### src/rtl/result_streamer_if.sv
// Valid/ready word stream carrying the serialised result frame toward the host link.
interface result_streamer_if #(
  parameter int unsigned POSBITS = 9
) ();
  logic [POSBITS-1:0] out_data;
  logic               out_valid;
  logic               out_ready;
  logic               out_header;
  logic               out_last;

  modport master (
    output out_data,
    output out_valid,
    output out_header,
    output out_last,
    input  out_ready
  );

  modport slave (
    input  out_data,
    input  out_valid,
    input  out_header,
    input  out_last,
    output out_ready
  );
endinterface

### src/rtl/result_streamer.sv
// Snapshots the stored ruler results when the search finishes and streams them as
// one header word (raw count) followed by every mark of every stored result.
module result_streamer #(
  parameter int unsigned NUMPOSITIONS = 5,
  parameter int unsigned POSBITS      = 9,
  parameter int unsigned NUMRESULTS   = 5
) (
  input  logic                                             clock,
  input  logic                                             reset,
  input  logic                                             done,
  input  logic [5:0]                                       numResultsObserved,
  input  logic [(NUMPOSITIONS+1)*POSBITS*NUMRESULTS-1:0]   results,
  result_streamer_if.master                                strm,
  output logic                                             overflow,
  output logic                                             busy
);

  localparam int unsigned MARKS_PER = NUMPOSITIONS + 1;
  localparam int unsigned SHADOW_W  = MARKS_PER * POSBITS * NUMRESULTS;
  localparam int unsigned IW        = $clog2(NUMRESULTS + 1);
  localparam int unsigned JW        = (NUMPOSITIONS > 0) ? $clog2(NUMPOSITIONS + 1) : 1;

  localparam logic [5:0]    NR_CNT = 6'(NUMRESULTS);
  localparam logic [IW-1:0] NR_IDX = IW'(NUMRESULTS);
  localparam logic [JW-1:0] J_LAST = JW'(NUMPOSITIONS);

  typedef enum logic [1:0] {
    S_IDLE   = 2'd0,
    S_HEADER = 2'd1,
    S_MARKS  = 2'd2,
    S_HOLD   = 2'd3
  } state_e;

  state_e                state_q,    state_d;
  logic [SHADOW_W-1:0]   shadow_q,   shadow_d;
  logic [IW-1:0]         n_q,        n_d;
  logic [IW-1:0]         i_q,        i_d;
  logic [JW-1:0]         j_q,        j_d;
  logic                  overflow_q, overflow_d;
  logic [POSBITS-1:0]    data_q,     data_d;
  logic                  valid_q,    valid_d;
  logic                  header_q,   header_d;
  logic                  last_q,     last_d;
  logic                  busy_q,     busy_d;
  logic                  xfer;

  // Shadow shifts left one word per transfer, so its top word is always the next mark.
  always_comb begin
    state_d    = state_q;
    shadow_d   = shadow_q;
    n_d        = n_q;
    i_d        = i_q;
    j_d        = j_q;
    overflow_d = overflow_q;
    data_d     = data_q;
    valid_d    = valid_q;
    header_d   = header_q;
    last_d     = last_q;
    xfer       = valid_q && strm.out_ready;

    unique case (state_q)
      S_IDLE: begin
        if (done) begin
          shadow_d   = results;
          overflow_d = (numResultsObserved > NR_CNT);
          n_d        = (numResultsObserved > NR_CNT) ? NR_IDX : IW'(numResultsObserved);
          data_d     = POSBITS'(numResultsObserved);
          valid_d    = 1'b1;
          header_d   = 1'b1;
          last_d     = (n_d == '0);
          state_d    = S_HEADER;
        end
      end

      S_HEADER: begin
        if (xfer) begin
          header_d = 1'b0;
          if (n_q == '0) begin
            state_d = S_HOLD;
            valid_d = 1'b0;
            last_d  = 1'b0;
            data_d  = '0;
          end else begin
            state_d  = S_MARKS;
            i_d      = IW'(1);
            j_d      = '0;
            data_d   = shadow_q[SHADOW_W-1 -: POSBITS];
            shadow_d = shadow_q << POSBITS;
            last_d   = (i_d == n_q) && (j_d == J_LAST);
          end
        end
      end

      S_MARKS: begin
        if (xfer) begin
          if (last_q) begin
            state_d = S_HOLD;
            valid_d = 1'b0;
            last_d  = 1'b0;
            data_d  = '0;
          end else begin
            if (j_q == J_LAST) begin
              j_d = '0;
              i_d = i_q + IW'(1);
            end else begin
              j_d = j_q + JW'(1);
            end
            data_d   = shadow_q[SHADOW_W-1 -: POSBITS];
            shadow_d = shadow_q << POSBITS;
            last_d   = (i_d == n_q) && (j_d == J_LAST);
          end
        end
      end

      S_HOLD: begin
        // Wait for done to drop so a single done level yields a single frame.
        if (!done) state_d = S_IDLE;
      end

      default: state_d = S_IDLE;
    endcase

    busy_d = (state_d == S_HEADER) || (state_d == S_MARKS);
  end

  always_ff @(posedge clock or negedge reset) begin
    if (!reset) begin
      state_q    <= S_IDLE;
      shadow_q   <= '0;
      n_q        <= '0;
      i_q        <= '0;
      j_q        <= '0;
      overflow_q <= 1'b0;
      data_q     <= '0;
      valid_q    <= 1'b0;
      header_q   <= 1'b0;
      last_q     <= 1'b0;
      busy_q     <= 1'b0;
    end else begin
      state_q    <= state_d;
      shadow_q   <= shadow_d;
      n_q        <= n_d;
      i_q        <= i_d;
      j_q        <= j_d;
      overflow_q <= overflow_d;
      data_q     <= data_d;
      valid_q    <= valid_d;
      header_q   <= header_d;
      last_q     <= last_d;
      busy_q     <= busy_d;
    end
  end

  assign strm.out_data   = data_q;
  assign strm.out_valid  = valid_q;
  assign strm.out_header = header_q;
  assign strm.out_last   = last_q;
  assign overflow        = overflow_q;
  assign busy            = busy_q;

endmodule

### src/flat_wrapper.sv
// flat-port wrapper written by rule: the top's interface ports become plain ports
module result_streamer_flat 
#(
  parameter int unsigned NUMPOSITIONS = 5,
  parameter int unsigned POSBITS      = 9,
  parameter int unsigned NUMRESULTS   = 5
)
  (clock, reset, done, numResultsObserved, results, overflow, busy, strm_out_data, strm_out_valid, strm_out_header, strm_out_last, strm_out_ready);
  result_streamer_if #(.POSBITS(POSBITS)) strm_i ();
  input  logic clock;
  input  logic reset;
  input  logic done;
  input  logic [5:0] numResultsObserved;
  input  logic [(NUMPOSITIONS+1)*POSBITS*NUMRESULTS-1:0] results;
  output logic overflow;
  output logic busy;
  output wire logic [$bits(strm_i.out_data)-1:0] strm_out_data;
  output wire logic [$bits(strm_i.out_valid)-1:0] strm_out_valid;
  output wire logic [$bits(strm_i.out_header)-1:0] strm_out_header;
  output wire logic [$bits(strm_i.out_last)-1:0] strm_out_last;
  input wire logic [$bits(strm_i.out_ready)-1:0] strm_out_ready;
  assign strm_out_data = strm_i.out_data;
  assign strm_out_valid = strm_i.out_valid;
  assign strm_out_header = strm_i.out_header;
  assign strm_out_last = strm_i.out_last;
  assign strm_i.out_ready = strm_out_ready;
  result_streamer #(.NUMPOSITIONS(NUMPOSITIONS), .POSBITS(POSBITS), .NUMRESULTS(NUMRESULTS)) u_core (.clock(clock), .reset(reset), .done(done), .numResultsObserved(numResultsObserved), .results(results), .strm(strm_i), .overflow(overflow), .busy(busy));
endmodule
### config.mk
export PLATFORM = sky130hd
export DESIGN_NAME = result_streamer_flat
export DESIGN_NICKNAME = d
export VERILOG_FILES = /design/src/rtl/result_streamer_if.sv /design/src/rtl/result_streamer.sv /design/src/flat_wrapper.sv
export SDC_FILE = /design/constraint.sdc
export NUM_CORES = 1
export LEC_CHECK = 0
export ABC_AREA = 1
export CAP_MARGIN = 5
export CORE_ASPECT_RATIO = 2
export CORE_MARGIN = 2
export CORE_UTILIZATION = 30
export CTS_CLUSTER_DIAMETER = 40
export DETAILED_ROUTE_END_ITERATION = 16
export MAX_ROUTING_LAYER = met4
export PLACE_DENSITY_LB_ADDON = 0.1
export SETUP_SLACK_MARGIN = 0.15
export SYNTH_ARGS = -nofsm -noshare
export SYNTH_HDL_FRONTEND = slang
export SYNTH_SLANG_ARGS = --single-unit
### constraint.sdc
create_clock -name clock -period 2.63 [get_ports clock]
set_clock_uncertainty 0.15 [all_clocks]
set_input_delay 0.263 -clock clock [delete_from_list [all_inputs] [get_ports clock]]
set_output_delay 0.263 -clock clock [all_outputs]
set_load 0.005 [all_outputs]
* Word-level counts from Yosys, hierarchy flattened
Index checks and enable logic that the tools add are counted.
** Operators by class
- Add/sub/neg operators :: 2
- Magnitude comparators :: 1
- Equal/unequal tests :: 15
- Muxes and demuxes :: 50
- Reduce and logical (&&, ||, !) cells :: 15
** Operators with widths (number)
- 270-bit two-way mux :: 5
- 270-bit one-hot mux with 3 select lines :: 1
- 3-bit two-way mux :: 17
- 9-bit two-way mux :: 5
- 9-bit one-hot mux with 3 select lines :: 1
- 3-bit one-hot mux with 2 select lines :: 2
- 6-bit AND reduction :: 2
- 1-bit two-way mux :: 10
- 2-bit two-way mux :: 5
- 2-bit by 1-bit inequality test with 1-bit output, second input constant :: 4
- 2-bit one-hot mux with 4 select lines :: 1
- 3-bit by 1-bit adder with 3-bit output, second input constant :: 2
- 2-bit == test, second input constant :: 3
- 3-bit == test, second input constant :: 2
- 6-bit by 3-bit > comparator with 1-bit output, second input constant :: 1
- 3-bit logical NOT :: 2
- 2-bit inequality test, second input constant :: 3
- 1-bit one-hot mux with 3 select lines :: 2
- 5-bit AND reduction :: 1
- 2-bit by 1-bit == test with 1-bit output, second input constant :: 2
- 4-bit AND reduction :: 1
- 2-bit nonzero test :: 2
- 3-bit == test :: 1
- 3-bit AND reduction :: 1
- other kinds (6) :: 7
** Word-level totals
- Bits in registers :: 295
- Input port bits :: 280

* Logic depth before layout (Yosys ltp)
- Depth after elaboration :: 10
- Depth in mapped cells :: 11
- Gate-level depth less buffers :: 11

* Worst setup path after synthesis
Ideal clock, no wire load.
- Path kind :: reg-to-reg
- From :: register u_core.state_q[1]
- To :: register u_core.shadow_q[156]
- Setup time :: 126 ps
- Arrival time :: 1831 ps
- Data required time :: 2354 ps
- Path slack :: 523 ps
- Stages on the path, launching flop included :: 11
- Cells stage by stage :: dfrtp_1 > inv_1 > ha_1 > buf_2 > inv_2 > buf_2 > buf_2 > clkbuf_1 > o21ai_0 > nand2_1 > o21ai_0
** Between the ends
- Cells in the longest elaborated chain, start to end :: 3
- Elaborated cells between the ends (all ways) :: 11
** RTL lines
- start, declared :: RTL line result_streamer.sv:34 : state_e state_q, state_d;
- start signal, assigned :: RTL line result_streamer.sv:140 : state_q <= state_d;
- 2-bit == test, or another cell as far along :: RTL line result_streamer.sv:61 : unique case (state_q)
- 2-bit inequality test (no line), or another cell as far along
- 6-bit AND reduction (no line)
- end signal, assigned :: RTL line result_streamer.sv:141 : shadow_q <= shadow_d;
- end, declared :: RTL line result_streamer.sv:35 : logic [SHADOW_W-1:0] shadow_q, shadow_d;
Several ways; a longest one is shown, not always the timed one.
A chain may end at the register's enable or synchronous reset.

* Worst setup path in the final report
- From :: register u_core.state_q[0]
- To :: register u_core.shadow_q[128]
The elaborated chain is that of the path after synthesis.

==> summary.txt <==
Run status
  • Status: complete, no violations

Worst hold path
  • Worst min path class: input pin to asynchronous set/reset pin

STA
  • F_max: 429 MHz
  • Max-slew violations: 0
  • Final Cycle Share: 88.7%
  • Worst Setup Slack, final: 0.298 ns
  • Final Hold Viols: 0
  • Slew HR: 57.8%
  • Setup violations, final: 0
  • Slew @ Worst Pin: 0.633 ns
  • Min Tclk post-route: 2.33 ns
  • RSZ-0062 raised after global routing: yes
  • Setup TNS: 0 ns

Placement
  • RePlAce Congestion: 0.820
  • Number of port buffers: 293
  • Place WS: 0.145 ns
  • DP Area: 0.0182 mm2
  • DP HPWL: 31500 um

Power
  • Power Internal: 15.5 mW
  • Combinational power share: 51.8%
  • Net switching fraction of the power: 43.2%
  • Power Density: 1390 mW/mm2
  • Pleak: 9.01 nW
  • VDD IR-drop max: 685 uV
  • Clock Power Share: 21.2%
  • Register share of total power: 27.0%
  • Net Sw Power: 11.8 mW

Logic synthesis
  • Avg Synthesized Cell Area: 7.58 um2
  • Largest area contributor in the netlist: dfrtp_1
  • Cell Area, Synth: 0.0145 mm2
  • Mapped Nets: 2194
  • Dominant synthesized flop cell: dfrtp_1
  • Yosys warns: 0
  • FFs w/ async S/R, synth: 100%
  • Gate count of the mapped netlist: 1907
  • Yosys cell types: 25
  • Synth top area cells: dfrtp_1, o21ai_0, nand2_1
  • Post-synthesis sequential area ratio: 51.1%
  • Synthesized flop and latch total: 295
  • Top cells by count, synth: nand2_1, o21ai_0, dfrtp_1
  • Most common cell in the netlist: nand2_1
  • EDFF count, synth: 0
  • Yosys top cell area share: 51.1%

CTS
  • Post-CTS setup buffers: 0
  • Cts bufs inserted: 39
  • Clock transition at the registers of the reported paths: 0.06 ns
  • H-tree Lvls: 2
  • Worst skew pair latency: 0.52 ns
  • Max clock buf depth: 3
  • CTS tree: built
  • Clk sink count: 295
  • CTS root buf: clkbuf_16

Critical path
  • Crit end category: flip-flop
  • Slowest cell on crit path: dfrtp_1
  • R2R Path End: u_core.shadow_q[128]
  • Worst Path Required: 2.90 ns
  • Worst EP arrival: 2.60 ns
  • CP Class: flip-flop to flip-flop
  • Critical Path, Cell by Cell: inv_1 > ha_1 > inv_1 > o21ai_0 > nor3_4 > buf_12 > buf_12 > nand2_1 > o21ai_0
  • FF-to-FF path depth: 9
  • Reg-to-Reg Start: u_core.state_q[0]
  • Max FO, Critical Path: 66
  • Startpoint Class: flip-flop
  • Flop2flop setup slack: 0.30 ns
  • CP max stage delay: 0.40 ns

Route
  • Vias post-DR: 12.7k
  • # DRC: 0
  • Post-route ant nets: 0
  • Drt total wl: 43600 um
  • WL per Instance: 15.4 um
  • Initial DRT Pass Iterations: 5
  • Initial DRC count: 772
  • Vias per cell: 4.48

Die
  • Rows: 113
  • Full die area: 0.0500 mm2
  • Chip width: 159 um
  • Io pins: 294
  • Die Y: 314 um
  • Initial Utilization: 30.4%
  • Std-Cell Core Area: 0.0475 mm2

Global routing
  • Total gr overflow: 0
  • GR Util All Layers: 17.9%
  • Gr busiest metal: met2
  • First-pass GRT wire length: 69200 um
  • Vias in the first global route: 12.7k
  • Antenna violations before repair: 5
  • GRT met3 Usage: 3.74%
  • Met1 GRT Util: 20.4%
  • Grt met2 use: 31.5%
  • Pin count of the biggest net entering global routing: 103

Final layout
  • Layout cells sized above 1: 5.28%
  • Area growth syn-to-layout: 36.1%
  • Post-route cell area: 0.0197 mm2
  • Final nets: 2453
  • Fin util: 41.4%

Run
  • Max Cap Viol: 0
-- registers in the layout, indices dropped and copies added (netlist names), 2 cells and up --
| register | count |
|---|---|
| u_core.state_q | 2 |
| u_core.strm.out_data | 9 |
| u_core.shadow_q | 270 |
| u_core.j_q | 3 |
| u_core.n_q | 3 |
| u_core.i_q | 3 |
-- cell type report --
class | instances | area (um2)
clock buffer | 53 | 1150
sequential | 295 | 7380
inverter | 293 | 1110
antenna | 5 | 12.5
clock inverter | 18 | 280
tap | 632 | 791
fill | 4989 | 27800
timing repair buffer | 338 | 3580
multi-input combinational | 1199 | 5370
-- cell families after synthesis --
kind of cell | after synthesis | share of synthesized area [%]
AOI/OAI and AO/OA | 569 | 19.9
and+or+nand+nor | 623 | 16.6
buffers and inverters | 413 | 11.8
DFF | 295 | 51.1
adders and majority gates | 7 | 0.606
-- per-layer routing --
layer	vias to the layer above	share of wire (%)
met2	334	51
met4	0	2.4
met1	5775	40
li1	6522	-
met5	-	0
met3	61	5.7
-- power groups by stage --
stage	combinational, mW	sequential, mW	clock (mW)
after global routing	16.5	7.57	6.15
after CTS	14.3	7.38	5.98
final	14.1	7.37	5.80
after detailed placement	14.2	7.45	0
after global placement	14.1	7.41	0
after floorplan	9.93	7.30	0
-- worst max-delay path by stage --
stage,start,to,slack [ns],cells past startpoint
detailed placement,strm_out_ready,u_core.shadow_q[124],0.15,8
CTS,u_core.state_q[1],u_core.shadow_q[124],0.18,8
global route,u_core.state_q[0],u_core.shadow_q[41],0.14,9
global placement,strm_out_ready,u_core.shadow_q[194],0.20,8
finish,u_core.state_q[0],u_core.shadow_q[128],0.30,9
floorplan,u_core.state_q[1],u_core.shadow_q[156],0.52,10
-- per-stage QoR --
step | power, mW | cells | hold slack, ns
after floorplan | 17.2 | 1907 | -0.183
after global placement | 21.5 | 2755 | 0.0872
after detailed placement | 21.7 | 2755 | 0.0888
after CTS | 27.7 | 2827 | 0.132
after global routing | 30.2 | 2833 | 0.155
final | 27.3 | 2833 | 0.125
-- critical path: cells and delay by family (launching register included) --
kind	cells	cell delay, ns
buf+inv	4	0.73
flops	1	0.40
simple gates	2	0.40
compound gates	2	0.27
fa+ha+maj	1	0.25
-- layout by cell type (no fill, tap or decap) --
cell type	instances
a21oi_1	26
a22oi_1	1
a31oi_1	1
buf_12	21
buf_16	1
buf_4	21
buf_8	1
bufinv_16	6
clkbuf_1	4
clkbuf_16	42
clkbuf_8	8
clkdlybuf4s50_1	292
clkinv_2	1
clkinv_4	1
clkinvlp_4	5
dfrtp_1	294
dfrtp_2	1
diode_2	5
dlygate4sd3_1	1
ha_1	7
inv_1	291
inv_2	1
inv_6	3
inv_8	3
nand2_1	564
nand3_1	25
nand3b_1	1
nand4_1	3
nor2_1	26
nor3_1	2
nor3_4	1
nor4_1	1
o211ai_1	1
o21a_1	6
o21ai_0	486
o21ai_1	43
o22ai_1	2
o31ai_1	3
-- what timing repair did --
item,in CTS,in global routing
hold buffers,1,0
setup endpoints to repair,0,166
endpoints found under the hold margin,221,0
gates resized for setup,0,3
Power figures use the tool's default switching activity.
